--- config.mk ---
export PLATFORM = sky130hd
export DESIGN_NAME = ps2_arrow_decoder
export DESIGN_NICKNAME = d
export VERILOG_FILES = /design/src/rtl/ps2_pkg.sv /design/src/rtl/ps2_prefix_timer.sv /design/src/rtl/ps2_arrow_decoder.sv
export SDC_FILE = /design/constraint.sdc
export NUM_CORES = 1
export LEC_CHECK = 0
export CAP_MARGIN = 20
export CORE_MARGIN = 2
export CORE_UTILIZATION = 55
export CTS_CLUSTER_DIAMETER = 40
export CTS_CLUSTER_SIZE = 25
export DETAILED_ROUTE_END_ITERATION = 16
export PLACE_DENSITY_LB_ADDON = 0.1
export SETUP_SLACK_MARGIN = 0.02
export SLEW_MARGIN = 20
export SYNTH_ARGS = -nofsm -noshare
export SYNTH_HDL_FRONTEND = slang
export SYNTH_SLANG_ARGS = --single-unit
export TNS_END_PERCENT = 10
--- constraint.sdc ---
create_clock -name clock -period 2.2 [get_ports clock]
set_input_delay 0.22 -clock clock [delete_from_list [all_inputs] [get_ports clock]]
set_output_delay 0.22 -clock clock [all_outputs]
set_load 0.01 [all_outputs]
--- src/rtl/ps2_pkg.sv ---
// ps2_pkg: scan codes, direction encoding and decoder FSM states shared by the PS/2 input path
package ps2_pkg;
  localparam logic [7:0] SC_EXT   = 8'hE0;
  localparam logic [7:0] SC_BRK   = 8'hF0;
  localparam logic [7:0] SC_UP    = 8'h75;
  localparam logic [7:0] SC_LEFT  = 8'h6B;
  localparam logic [7:0] SC_DOWN  = 8'h72;
  localparam logic [7:0] SC_RIGHT = 8'h74;
  typedef enum logic [1:0] {DIR_LEFT = 2'd0, DIR_DOWN = 2'd1, DIR_UP = 2'd2, DIR_RIGHT = 2'd3} dir_e;
  typedef enum logic [1:0] {IDLE, EXT, BRK, EXT_BRK} state_e;
  function automatic logic is_arrow(input logic [7:0] b);
    return b == SC_LEFT || b == SC_DOWN || b == SC_UP || b == SC_RIGHT;
  endfunction
  function automatic dir_e arrow_dir(input logic [7:0] b);
    return b == SC_LEFT ? DIR_LEFT : b == SC_DOWN ? DIR_DOWN : b == SC_UP ? DIR_UP : DIR_RIGHT;
  endfunction
endpackage

--- src/rtl/ps2_prefix_timer.sv ---
// ps2_prefix_timer: clear/enable down-counter that pulses expired after TIMEOUT enabled cycles
module ps2_prefix_timer #(
  parameter int TIMEOUT = 100000
) (
  input  logic clock,
  input  logic reset,
  input  logic clear,
  input  logic enable,
  output logic expired
);
  localparam int W = TIMEOUT > 1 ? $clog2(TIMEOUT) : 1;
  localparam logic [W-1:0] LOAD = W'(TIMEOUT - 1);
  logic [W-1:0] cnt;
  assign expired = enable && !clear && cnt == '0;
  always_ff @(posedge clock)
    if (reset || clear || expired) cnt <= LOAD;
    else if (enable) cnt <= cnt - 1'b1;
endmodule

--- src/rtl/ps2_arrow_decoder.sv ---
// ps2_arrow_decoder: decodes extended arrow make/break bytes into one-at-a-time move pulses and direction
module ps2_arrow_decoder
  import ps2_pkg::*;
#(
  parameter int PREFIX_TIMEOUT = 100000,
  parameter bit REPEAT_EN      = 1'b0
) (
  input  logic       clock,
  input  logic       reset,
  input  logic [7:0] received_data,
  input  logic       received_data_en,
  output logic       move,
  output logic [1:0] dir,
  output logic       key_held,
  output logic       seq_error
);
  state_e state, state_n;
  logic [7:0] held_code;
  logic timeout, make, release_hit, accept;
  ps2_prefix_timer #(.TIMEOUT(PREFIX_TIMEOUT)) u_timer (
    .clock,
    .reset,
    .clear(received_data_en || state == IDLE),
    .enable(state != IDLE),
    .expired(timeout)
  );
  always_comb begin
    state_n = state;
    make = 1'b0;
    release_hit = 1'b0;
    if (received_data_en)
      case (state)
        IDLE: state_n = received_data == SC_EXT ? EXT : received_data == SC_BRK ? BRK : IDLE;
        EXT: begin
          state_n = received_data == SC_EXT ? EXT : received_data == SC_BRK ? EXT_BRK : IDLE;
          make = is_arrow(received_data);
        end
        EXT_BRK: begin
          state_n = IDLE;
          release_hit = key_held && received_data == held_code;
        end
        default: state_n = IDLE;
      endcase
    else if (timeout) state_n = IDLE;
  end
  assign accept = make && (!key_held || (REPEAT_EN && received_data == held_code));
  always_ff @(posedge clock)
    if (reset) state <= IDLE;
    else state <= state_n;
  always_ff @(posedge clock)
    if (reset) begin
      move <= 1'b0;
      dir <= '0;
      key_held <= 1'b0;
      seq_error <= 1'b0;
      held_code <= '0;
    end else begin
      move <= accept;
      seq_error <= timeout;
      if (make && !key_held) begin
        held_code <= received_data;
        key_held <= 1'b1;
        dir <= arrow_dir(received_data);
      end else if (release_hit) begin
        key_held <= 1'b0;
        held_code <= '0;
      end
    end
endmodule

==> results of run 1 <==
report_power, final:
part	leakage [nW]	switching, mW	total (mW)	internal (mW)
sequential	0.258	0.0000879	0.579	0.579
combinational	0.390	0.0288	0.0607	0.0320
clock	0.0422	0.203	0.441	0.238
total	0.690	0.232	1.08	0.849
stage by stage:
stage | std cells | worst slack, ns | hold WS, ns | utilization (%)
6_report | 228 | 0.259 | 0.431 | 69.1
5_1_grt | 228 | 0.124 | 0.477 | 69.1
4_1_cts | 228 | 0.0414 | 0.435 | 68.9
3_5_place_dp | 220 | 0.0738 | 0.414 | 66.1
3_3_place_gp | 220 | 0.111 | 0.404 | 66.1
2_1_floorplan | 168 | 0.141 | 0.346 | -
layer usage:
layer / track usage, % / routed length (µm) / share of wire [%]
met2: 39.1 / 1750 / 50
met1: 30.0 / 1560 / 44
met3: 7.03 / 151 / 4.3
met5: 0 / 0 / 0
met4: 7.97 / 60 / 1.7
path summary, 6_finish.rpt:
| check | end | cells after the start | slack, ns |
|---|---|---|---|
| worst max-delay path | u_timer.cnt[10] | 4 | 0.26 |
| worst min-delay path | u_timer.cnt[0] | 1 | 0.43 |
| worst max register to register | u_timer.cnt[10] | 4 | 0.26 |
| worst min register to register | u_timer.cnt[0] | 1 | 0.43 |
synthesized netlist by cell type, types with 3 or more instances:
cell and count:
nand2_1 6, a211oi_1 5, a31o_2 3, a2111oi_0 4, o31ai_1 4, nor4_1 6
inv_1 6, nor2_1 8, dfxtp_1 32, nand4_1 7, nand3_1 10, clkbuf_1 3
or3_1 6, a21o_1 4, xor2_1 11, o21ai_1 3, or4_1 5, nor3_1 10
xnor2_1 4
state kept, by name (all words and copies together), names as in the netlist:
name,cells
dir,2
held_code,8
key_held,1
move,1
seq_error,1
state,2
u_timer.cnt,17
cells in the final DEF, fill, tap and decap left out, types with 2 or more instances in the layout:
cell,count
nand3_1,10
nor2_1,8
dfxtp_1,32
xnor2_1,4
a21o_1,4
nor3_1,10
nor2b_1,2
or4_1,5
clkdlybuf4s50_1,15
or2_2,2
a211oi_1,5
a2111oi_0,4
xor2_1,11
or3_1,5
o21ai_0,2
inv_1,6
nand2_1,6
nor4_1,6
clkbuf_4,5
nand4_1,7
o21ai_1,3
nand4b_1,2
o31ai_1,4
nand2b_1,2
a31o_2,3
buf_4,12
final cells by class:
cell class	instances	area (µm²)	area share, %
sequential	32	641	34.2
clock inverter	2	35.0	1.87
tap	31	38.8	2.07
inverter	6	22.5	1.20
multi-input combinational	124	853	45.6
clock buffer	6	41.3	2.21
timing repair buffer	27	240	12.8
worst max-delay path: cells and delay by family (launching register included):
family | cells | cell delay [ns]
flops | 1 | 0.37
simple gates | 4 | 1.52
cells by family after synthesis:
family                     count (synthesis)  synth area share (%)
DFF                                       32                  41.3
adders and majority gates                  1                 0.807
buffers and inverters                     12                  3.95
AOI/OAI and AO/OA                         32                  15.7
and+or+nand+nor                           76                  29.7
xor gates and xnor gates                  15                  8.47
==> flow_summary.toml, run 1 <==
[yosys]
postSynthCellCount = 168
synth_seq_area_share_pct = 41.3
yosysWarnings = 0
yosys.area.top_type = "dfxtp_1"
async_flop_share_pct = 0
netlist.area_leader.share_pct = 41.3
ys_seq_elements = 32
ys_types = 44
syn-mean-instance-area_um2 = 9.23
yosys-top-cells-area = "dfxtp_1, xor2_1, nand3_1, nor3_1, nand4_1"
netlist_area_um2 = 1550
synth-main-ff-cell = "dfxtp_1"
synth-edff-count = 0
syn_nets = 180

[clocking]
numCtsBuffers = 5
postCtsSetupBuffers = 0
numClockSinks = 32
clockRootBuffer = "clkbuf_4"
insertion_delay_ns = 0.34
cts_max_path_buffers = 2
clk_pin_slew_ns = 0.10
h-tree-depth = 2
cts_tree = "built"
post_cts_resized = 0
hold_buffers = 0

[timing]
finalSetupViolCount = 0
worst_pin_slew_ns = 0.441
hold_violations = 0
finalCritPeriodShare_pct = 88.2
relSlewSlack_pct = 69.8
clock_skew_ns = 0.0143
grt_setup_unrepaired = "no"
tns_ns = 0
max_freq_mhz = 515
min_period_ns = 1.94
slew_viol_final = 0

[placed_design]
portBuffers = 15
dp_hpwl_mm = 2.58
gp_congestion = 0.830
place_area_um2 = 1790

[setup_path]
max_stage_delay_ns = 0.57
crit_type = "reg2reg"
crit_fanout = 9
startpoint_type = "flop"
crit_required_ns = 2.48
crit_slowest_cell = "or4_4"
critPathArrivalTime_ns = 2.22
startpoint = "u_timer.cnt[12]"
reg2reg_from = "u_timer.cnt[12]"
worstPathCellList = "or3_1 > or2_2 > or4_4 > nand4_1"
end_kind = "flop"

[global_routing]
grt_pass1_wl_mm = 6.01
grt_max_degree = 12
grt_overflow = 0
grtUsageTotal_pct = 23.8
antenna_found_initial = 0
grt_pass1_vias = 1350

[cells_and_area]
area_growth_pct = 20.7
fillers = 230
fin_area_um2 = 1870
n_antenna_cell = 0
layout-drive-gt1-share_pct = 15.2
fin_nets = 208

[power]
peakVddDrop_v = 0.000472
p_per_area_nw_per_um2 = 578
power_leakage_nw = 0.690
power_mw = 1.08

[floorplan]
die_h_um = 57.1
initial_core_util_pct = 57.2
num_rows = 19
core_area_um2 = 2710
fp.dieW_um = 57.1
die-area_um2 = 3260
ios = 16

[hold_path]
hp-start = "u_timer.cnt[0]"
hold_class = "reg2reg"

[drt]
drt_drc_violations_left = 0
first_pass_iters = 4
routed_wl_mm = 3.53
ant_nets = 0
drtIter0Drc = 41
wl_per_cell_um = 15.5
dr_total_vias = 1416
viasPerCell = 6.21

[flow_run]
cap_violations = 0

[outcome]
run_status = "complete, no violations"
Power figures use the tool's default switching activity.
==> run 2: changes to the inputs <==
Settings changed: CORE_UTILIZATION 55 to 44, SYNTH_HIERARCHICAL set to 1.
==> flow_summary.toml, run 2 <==
[cells_and_area]
top_register = "u_timer/cnt"
fin_nets = 208
fin_area_um2 = 1900
largestRegisters = "u_timer/cnt (17), held_code (8)"
multi_input_area_um2 = 877
layout-drive-gt1-share_pct = 16.8
area_growth_pct = 20.4
regArea_um2 = 641
layout_commonest_cell = "dfxtp_1"
n_antenna_cell = 0
fillers = 298
largest_reg_flops = 17
final_cell_mix = "dfxtp_1, nor2_1, nand2_1"

[timing]
max_freq_mhz = 522
finalSetupViolCount = 0
hold_violations = 0
grt_setup_unrepaired = "no"
relSlewSlack_pct = 65.4
slew_viol_final = 0
clock_skew_ns = 0.00663
worst_pin_slew_ns = 0.518
finalCritPeriodShare_pct = 87.2
min_period_ns = 1.92

[setup_path]
end_kind = "flop"
critPathArrivalTime_ns = 2.13
crit_fanout = 11
max_stage_delay_ns = 0.45
regToRegSetupSlack_ns = 0.29
cp_top_family = "simple AND/OR/NAND/NOR gates"
worstPathBufferInverterCount = 1
startpoint_type = "input pin"
crit_slowest_cell = "clkdlybuf4s50_1"
crit_required_ns = 2.41
rr_worst_depth = 7
crit_type = "in2reg"
worstPathCellList = "clkdlybuf4s50_1 > and4bb_2 > nor4b_1 > o2111ai_2 > nand2_1 > o32ai_1"
crit_cells = 6

[floorplan]
fp.dieW_um = 63.8
initial_core_util_pct = 46.4
die-area_um2 = 4070
ios = 16
die_h_um = 63.8
core_area_um2 = 3390
num_rows = 21

[drt]
routed_wl_mm = 3.19
drt_drc_violations_left = 0
dr_total_vias = 1269
wl_per_cell_um = 13.2
drt-met1-wl_mm = 1.57
ant_nets = 0
wl_met3_um = 155
drtIter0Drc = 54
wl_met2_mm = 1.39
routed.top_layer = "met4"
first_pass_iters = 4
viasPerCell = 5.24

[placed_design]
portBuffers = 15
gp_congestion = 0.852
dp_hpwl_mm = 2.42
place_area_um2 = 1820

[clocking]
cts_max_path_buffers = 2
cts_tree = "built"
postCtsSetupBuffers = 0
clk_pin_slew_ns = 0.09
insertion_delay_ns = 0.34
clockRootBuffer = "clkbuf_4"
hold_buffers = 0
numClockSinks = 32
post_cts_resized = 0
numCtsBuffers = 5
h-tree-depth = 2

[global_routing]
grt_overflow = 0
grt_pass1_wl_mm = 5.53
grtUsageTotal_pct = 17.7
antenna_found_initial = 0
grt_max_degree = 20
grt_pass1_vias = 1213

[power]
peakVddDrop_v = 0.000351
p_per_area_nw_per_um2 = 530
power_leakage_nw = 0.687
power_mw = 1.00

[hold_path]
hold_path_depth = 2
hold_class = "reg2reg"

[yosys]
ys_seq_elements = 32
netlist_area_um2 = 1570
ys_types = 41
syn_nets = 181
synth_common_cells = "dfxtp_1, nand2_1, nor2_1"
yosysWarnings = 6
postSynthCellCount = 169
netlist.area_leader.share_pct = 40.7
async_flop_share_pct = 0
yosys.area.top_type = "dfxtp_1"
syn-mean-instance-area_um2 = 9.31
yosys-top-cells-area = "dfxtp_1, xor2_1, nand2_1, nor2_1, xnor2_1"
synth-main-ff-cell = "dfxtp_1"
synth_most_common_cell = "dfxtp_1"
synth_seq_area_share_pct = 40.7
synth-edff-count = 0

[flow_run]
cap_violations = 0

[outcome]
run_status = "complete, no violations"
-- run 2: layout make-up --
class | instances | area share [%]
timing repair buffer | 26 | 12.3
sequential | 32 | 33.8
tap | 46 | 3.04
inverter | 6 | 1.19
multi-input combinational | 125 | 46.3
clock buffer | 7 | 3.43
-- run 2: tightest hold or removal path, cell delays in order (launching register included) --
cell	delay (ns)
dfxtp_1	0.33
nand2_1	0.06
a21oi_1	0.05
-- run 2: per-layer routing --
metal  vias up  GRT usage [%]
met1       590           24.0
met4         0           8.15
li1        645              -
met3         7           4.93
met5         -              0
met2        27           25.9
-- run 2: power breakdown --
group	switching [mW]	total, mW	internal, mW
clock	0.191	0.371	0.181
combinational	0.0247	0.0545	0.0298
sequential	0.0000790	0.579	0.579
total	0.215	1.00	0.789
-- run 2: cell families after synthesis --
kind of cell / Yosys count / share of synthesized area (%)
buf+inv: 12 / 3.97
xor+xnor: 24 / 13.4
compound gates: 17 / 8.03
mux: 1 / 0.636
flops: 32 / 40.7
simple gates: 82 / 32.5
fa+ha+maj: 1 / 0.795
-- run 2: worst paths after layout --
| kind | from | to |
|---|---|---|
| hold reg to reg | held_code[6] | held_code[6] |
| setup / recovery | received_data[1] | held_code[2] |
| setup reg to reg | state[0] | state[0] |
| hold / removal | held_code[6] | held_code[6] |
-- run 2: through the flow --
step                      cells  util, %  hold slack [ns]  worst slack [ns]  setup TNS [ns]
final                       242     55.9            0.482             0.282               0
after global routing        242     55.9            0.494             0.123               0
after CTS                   242     55.7            0.487             0.179               0
after detailed placement    235     53.8            0.473           -0.0432          -0.157
after global placement      235     53.8            0.480            0.0255               0
after floorplan             169        -            0.339             0.540               0
==> edit 1: new RTL, settings of run 1 <==
Register the inputs `received_data` and `received_data_en` before use, with the module's reset. The logic sees them one clock later.
--- a/src/rtl/ps2_arrow_decoder.sv
+++ b/src/rtl/ps2_arrow_decoder.sv
@@ -14,13 +14,27 @@
   output logic       key_held,
   output logic       seq_error
 );
+
+  logic [7:0] received_data_q;
+  logic received_data_en_q;
+
+  always_ff @(posedge clock) begin
+    if (reset) begin
+      received_data_q    <= '0;
+      received_data_en_q <= '0;
+    end else begin
+      received_data_q    <= received_data;
+      received_data_en_q <= received_data_en;
+    end
+  end
+
   state_e state, state_n;
   logic [7:0] held_code;
   logic timeout, make, release_hit, accept;
   ps2_prefix_timer #(.TIMEOUT(PREFIX_TIMEOUT)) u_timer (
     .clock,
     .reset,
-    .clear(received_data_en || state == IDLE),
+    .clear(received_data_en_q || state == IDLE),
     .enable(state != IDLE),
     .expired(timeout)
   );
@@ -28,22 +42,22 @@
     state_n = state;
     make = 1'b0;
     release_hit = 1'b0;
-    if (received_data_en)
+    if (received_data_en_q)
       case (state)
-        IDLE: state_n = received_data == SC_EXT ? EXT : received_data == SC_BRK ? BRK : IDLE;
+        IDLE: state_n = received_data_q == SC_EXT ? EXT : received_data_q == SC_BRK ? BRK : IDLE;
         EXT: begin
-          state_n = received_data == SC_EXT ? EXT : received_data == SC_BRK ? EXT_BRK : IDLE;
-          make = is_arrow(received_data);
+          state_n = received_data_q == SC_EXT ? EXT : received_data_q == SC_BRK ? EXT_BRK : IDLE;
+          make = is_arrow(received_data_q);
         end
         EXT_BRK: begin
           state_n = IDLE;
-          release_hit = key_held && received_data == held_code;
+          release_hit = key_held && received_data_q == held_code;
         end
         default: state_n = IDLE;
       endcase
     else if (timeout) state_n = IDLE;
   end
-  assign accept = make && (!key_held || (REPEAT_EN && received_data == held_code));
+  assign accept = make && (!key_held || (REPEAT_EN && received_data_q == held_code));
   always_ff @(posedge clock)
     if (reset) state <= IDLE;
     else state <= state_n;
@@ -58,9 +72,9 @@
       move <= accept;
       seq_error <= timeout;
       if (make && !key_held) begin
-        held_code <= received_data;
+        held_code <= received_data_q;
         key_held <= 1'b1;
-        dir <= arrow_dir(received_data);
+        dir <= arrow_dir(received_data_q);
       end else if (release_hit) begin
         key_held <= 1'b0;
         held_code <= '0;
Formal check against the unedited RTL: not equivalent (a bounded check fails within 4 cycles, from zero or initial values and one cycle with reset high).
==> edit 1 against run 1 <==
  * Sequential power up 32%
  * Total power grew 14%
  * Sequential cell count increased by 9
  * Area after synthesis up 18%
  * Largest cell class unchanged
  * Design area is 11% higher
  * Setup slack lost 21 ps
  * Maximum frequency shrank 1.1%
  * Wire length grew 5.6%
  * Critical endpoint is now u_timer.cnt[1]$_SDFFE_PP1N_
  * Critical path type unchanged
  * Largest power group unchanged
  * Die area rose by 17%
==> edit 1: results (changes against run 1) <==
\begin{tabular}{lr}
\hline
Metric & Value \\
\hline
\multicolumn{2}{l}{\textbf{Status}} \\
Status & complete, no violations \\
\multicolumn{2}{l}{\textbf{Setup path}} \\
Max Fanout on Critical Path & 7 (-2) \\
Arrival time at the worst endpoint & 2260 ps (+40 ps) \\
\multicolumn{2}{l}{\textbf{Layout}} \\
Number of nets in the layout & 224 (+7.7\%) \\
Share of cells above drive strength 1 & 10.3\% (-4.9 points) \\
Number of inserted filler cells in the final layout & 280 (+22\%) \\
Biggest registers after layout & u\_timer.cnt: 17 flops, held\_code: 8 flops, received\_data\_q: 8 flops \\
\multicolumn{2}{l}{\textbf{Power and ir drop}} \\
Max VDD drop & 0.402 mV (-15\%) \\
Leakage & 0.000778 uW (+13\%) \\
Net switching component of the power & 293 uW (+26\%) \\
\multicolumn{2}{l}{\textbf{Placement}} \\
Final Wtd Congestion & 0.865 (+4.3\%) \\
Detailed-placement wirelength estimate & 2720 um (+5.4\%) \\
Count of input and output buffers & 15 (unchanged) \\
Placed instance count & 249 (+13\%) \\
\multicolumn{2}{l}{\textbf{Clock tree}} \\
Clk slew on worst S/H paths & 130 ps (+30 ps) \\
Clock latency on the worst-skew pair & 360 ps (+20 ps) \\
CTS-repair resized insts & 0 (unchanged) \\
\multicolumn{2}{l}{\textbf{Global route}} \\
Largest net degree at the start of global routing & 24 (+12) \\
Overall track demand over capacity in global routing & 21.5\% (-2.3 points) \\
Number of global-route vias before repair & 1406 (+4.1\%) \\
Wire length of the first global-routing pass & 5940 um (-1.1\%) \\
\multicolumn{2}{l}{\textbf{Detailed routing}} \\
Number of vias per cell & 5.92 (-4.7\%) \\
Post-detailed-route wirelength per cell & 14.5 um (-6.4\%) \\
Wirelength, routed & 3720 um (+5.6\%) \\
Detailed router's first-iteration violation count & 68 (+66\%) \\
\multicolumn{2}{l}{\textbf{STA}} \\
Transition at the pin with the smallest max-transition slack & 760 ps (+319 ps) \\
Skew final & 12.8 ps (-1.50 ps) \\
\multicolumn{2}{l}{\textbf{Synthesis}} \\
Distinct cell type count of the synthesized netlist & 47 (+6.8\%) \\
Synthesized net count & 207 (+15\%) \\
Commonest cells in the netlist & sky130\_fd\_sc\_hd\_\_dfxtp\_1 (41), sky130\_fd\_sc\_hd\_\_nor2\_1 (20), sky130\_fd\_sc\_hd\_\_nor2b\_1 (11), sky130\_fd\_sc\_hd\_\_xor2\_1 (11), sky130\_fd\_sc\_hd\_\_inv\_1 (9) \\
Sequential share of the synthesized area & 44.8\% (+3.5 points) \\
Cells taking the most area after synthesis & sky130\_fd\_sc\_hd\_\_dfxtp\_1 (45\%), sky130\_fd\_sc\_hd\_\_xor2\_1 (5.3\%), sky130\_fd\_sc\_hd\_\_nor2\_1 (4.1\%), sky130\_fd\_sc\_hd\_\_nor2b\_1 (3.8\%), sky130\_fd\_sc\_hd\_\_a31o\_2 (2.9\%) \\
Mean Syn Cell Area & 9.39 sq um (+1.8\%) \\
\multicolumn{2}{l}{\textbf{Hold path}} \\
Hold Crit Class & in -> reg \\
Number of cells traversed by the worst hold path & 2 (+1) \\
\hline
\end{tabular}
==> edit 1: cell count changes after synthesis, sizes merged, moves of 3 or more <==
| cell | before | now |
|---|---|---|
| inv | 6 | 9 |
| nor4 | 8 | 4 |
| or2 | 4 | 1 |
| a21o | 4 | 1 |
| nor3 | 10 | 3 |
| nor2 | 8 | 20 |
| nand3 | 10 | 7 |
| a21oi | 0 | 5 |
| dfxtp | 32 | 41 |
| a31o | 4 | 7 |
| nand4 | 7 | 4 |
| o2bb2ai | 0 | 3 |
| nor2b | 2 | 11 |
==> edit 1: metal layers <==
layer	up-vias	share of wire [%]	track usage, %
li1	748	-	-
met1	722	41	24.5
met2	41	52	37.7
met3	10	4.8	4.97
met4	0	2.2	10.3
met5	-	0	0
==> edit 1: final timing paths <==
path	startpoint	to	slack, ps
max	u_timer.cnt[3]$_SDFFE_PP1N_	u_timer.cnt[1]$_SDFFE_PP1N_	240
min	received_data[0]	received_data_q[0]$_SDFF_PP0_	390
max reg2reg	u_timer.cnt[3]$_SDFFE_PP1N_	u_timer.cnt[1]$_SDFFE_PP1N_	240
min reg2reg	u_timer.cnt[0]$_SDFFE_PP1N_	u_timer.cnt[0]$_SDFFE_PP1N_	410
==> edit 1: through the flow <==
step                cell area (sq um)  total power, uW  setup WS, ps  hold slack [ps]  utilization [%]
floorplan                        1830              805           513              348                -
global placement                 2020              830           371              380             65.0
detailed placement               2020              833           278              382             65.0
CTS                              2080             1230           246              392             67.1
global route                     2080             1270           126              387             67.1
finish                           2080             1230           238              392             67.1
==> edit 1: power groups by stage <==
stage	Sequential (uW)	Clock [uW]	Combinational, uW
4_1_cts	764	415	52.4
3_5_place_dp	780	0	52.3
3_3_place_gp	780	0	50.3
5_1_grt	766	451	56.9
2_1_floorplan	775	0	30.0
6_report	764	414	52.2
==> edit 1: cells by family after synthesis <==
kind of cell / share of synthesized area (%)
fa+ha+maj: 0.683
flops: 44.8
simple gates: 26.4
compound gates: 18.2
buf+inv: 3.28
xor+xnor: 6.69
==> edit 1: layout make-up <==
type,instances,share of cell area (%)
Clock buffer,6,2.46
Clock inverter,2,0.661
Inverter,9,1.62
Multi-Input combinational cell,139,45.6
Sequential cell,41,39.4
Tap cell,44,2.64
Timing Repair Buffer,16,7.57
==> edit 1: worst max-delay path: cells and delay by family, from the launching register on <==
family,cells,cell delay [ps]
flops,1,380
simple gates,3,1170
compound gates,1,350
==> edit 2: new RTL, flow settings as in run 1 <==
Made on the original files. The parameter `PREFIX_TIMEOUT` goes from 100000 to 50000.
--- a/src/rtl/ps2_arrow_decoder.sv
+++ b/src/rtl/ps2_arrow_decoder.sv
@@ -2,7 +2,7 @@
 module ps2_arrow_decoder
   import ps2_pkg::*;
 #(
-  parameter int PREFIX_TIMEOUT = 100000,
+  parameter int PREFIX_TIMEOUT = 50000,
   parameter bit REPEAT_EN      = 1'b0
 ) (
   input  logic       clock,
Behaviour: same outputs for any inputs over 10 cycles, from zero or initial values and one cycle with reset high; that may be too few to reach the edited logic, so the function may still have changed.
==> edit 2 against run 1 <==
  * Design area shrank 8.4%
  * Synthesized cell count down 6.5%
  * Sequential cell count shrank 1
  * Setup slack improved by 230 ps
  * Combinational power down 14%
  * Critical path depth stayed put
  * Area after synthesis shrank 5.3%
  * Total power is 13% lower
  * Wire length shrank 15%
  * Largest power group unchanged
==> edit 2: results (changes against run 1) <==
\begin{tabular}{lr}
\hline
Metric & Value \\
\hline
\multicolumn{2}{l}{\textbf{Status}} \\
Status & complete, no violations \\
\multicolumn{2}{l}{\textbf{Setup path}} \\
RR Endpoint & u\_timer.cnt[12]\$\_SDFFE\_PP0N\_ \\
Stage delay of the slowest cell on the critical path & 470 ps (-100 ps) \\
Max Fanout on Critical Path & 7 (-2) \\
Arrival time at the worst endpoint & 1990 ps (-230 ps) \\
\multicolumn{2}{l}{\textbf{Synthesis}} \\
Post-Synth XOR/XNOR Area & 7.76\% (-0.72 points) \\
Sequential share of the synthesized area & 42.3\% (+0.96 points) \\
Cells taking the most area after synthesis & sky130\_fd\_sc\_hd\_\_dfxtp\_1 (42\%), sky130\_fd\_sc\_hd\_\_xor2\_1 (7.2\%), sky130\_fd\_sc\_hd\_\_nor2\_1 (2.8\%), sky130\_fd\_sc\_hd\_\_a211oi\_1 (2.6\%), sky130\_fd\_sc\_hd\_\_o31ai\_1 (2.6\%) \\
Distinct cell type count of the synthesized netlist & 45 (+2.3\%) \\
Fraction of the mapped netlist area in compound gates & 18.1\% (+2.3 points) \\
Synthesized net count & 170 (-5.6\%) \\
Synth Area in Adders & 1.71\% (+0.90 points) \\
\multicolumn{2}{l}{\textbf{STA}} \\
Worst hold margin & 413 ps (-17.9 ps) \\
Skew final & 15.4 ps (+1.07 ps) \\
Slew Limit Headroom & 68.6\% (-1.2 points) \\
\multicolumn{2}{l}{\textbf{Global route}} \\
Overall track demand over capacity in global routing & 20.9\% (-2.9 points) \\
Number of global-route vias before repair & 1171 (-13\%) \\
Wire length of the first global-routing pass & 5080 um (-15\%) \\
Largest net degree at the start of global routing & 11 (-1) \\
\multicolumn{2}{l}{\textbf{Power and ir drop}} \\
Clock network power share & 34.5\% (-6.3 points) \\
Leakage & 0.000650 uW (-5.8\%) \\
Combinational-cell power consumption & 52.1 uW (-14\%) \\
Max VDD drop & 0.553 mV (+17\%) \\
\multicolumn{2}{l}{\textbf{Layout}} \\
Number of nets in the layout & 192 (-7.7\%) \\
Share of cells above drive strength 1 & 7.22\% (-8.0 points) \\
Number of inserted filler cells in the final layout & 211 (-8.3\%) \\
Biggest registers after layout & u\_timer.cnt: 16 flops, held\_code: 8 flops \\
Final antenna diode count & 0 (unchanged) \\
\multicolumn{2}{l}{\textbf{Detailed routing}} \\
Wirelength, routed & 2990 um (-15\%) \\
Number of vias per cell & 6.03 (-2.9\%) \\
Detailed router's first-iteration violation count & 40 (-2.4\%) \\
\multicolumn{2}{l}{\textbf{Placement}} \\
Detailed-placement wirelength estimate & 2150 um (-17\%) \\
\hline
\end{tabular}
==> edit 2: changes by cell type after synthesis, moves of 4 or more <==
cell                      change
sky130_fd_sc_hd__nor4_1       -4
sky130_fd_sc_hd__nor3_1       -4
sky130_fd_sc_hd__a21oi_1      +4
sky130_fd_sc_hd__or3_1        -4
==> edit 2: area by class of cell <==
cell class              count  area (sq um)  area share, %
clock inverters             1          5.00          0.292
inverters                   6          22.5           1.31
clock buffers               7          45.0           2.63
multi-input cells         117           812           47.3
flip-flops and latches     31           621           36.2
repair buffers             18           173           10.1
well taps                  30          37.5           2.19
==> edit 2: metrics by stage <==
stage	utilization (%)	setup slack (ps)	instances	total power, uW	area [sq um]
global placement	66.6	277	202	625	1670
floorplan	-	667	157	593	1470
finish	68.6	485	210	935	1720
global route	68.6	348	210	964	1720
CTS	68.6	512	210	939	1720
detailed placement	66.6	269	202	625	1670
==> edit 2: worst max-delay path by stage <==
| stage | end | slack [ps] |
|---|---|---|
| 2_1_floorplan | u_timer.cnt[13]$_SDFFE_PP0N_ | 670 |
| 3_3_place_gp | held_code[5]$_SDFFE_PP0P_ | 280 |
| 3_5_place_dp | held_code[5]$_SDFFE_PP0P_ | 270 |
| 4_1_cts | u_timer.cnt[13]$_SDFFE_PP0N_ | 510 |
| 5_1_grt | u_timer.cnt[10]$_SDFFE_PP0N_ | 350 |
| 6_report | u_timer.cnt[12]$_SDFFE_PP0N_ | 480 |
==> edit 2: critical path: cells and delay by family, from the launching register on <==
family / cells / cell delay (ps)
simple gates: 3 / 1150
compound gates: 1 / 150
flops: 1 / 350
==> edit 2: layer usage <==
metal,GRT usage (%),wire length [um]
met4,10.5,65
met2,36.1,1510
met1,24.0,1290
met5,0,0
met3,4.88,131
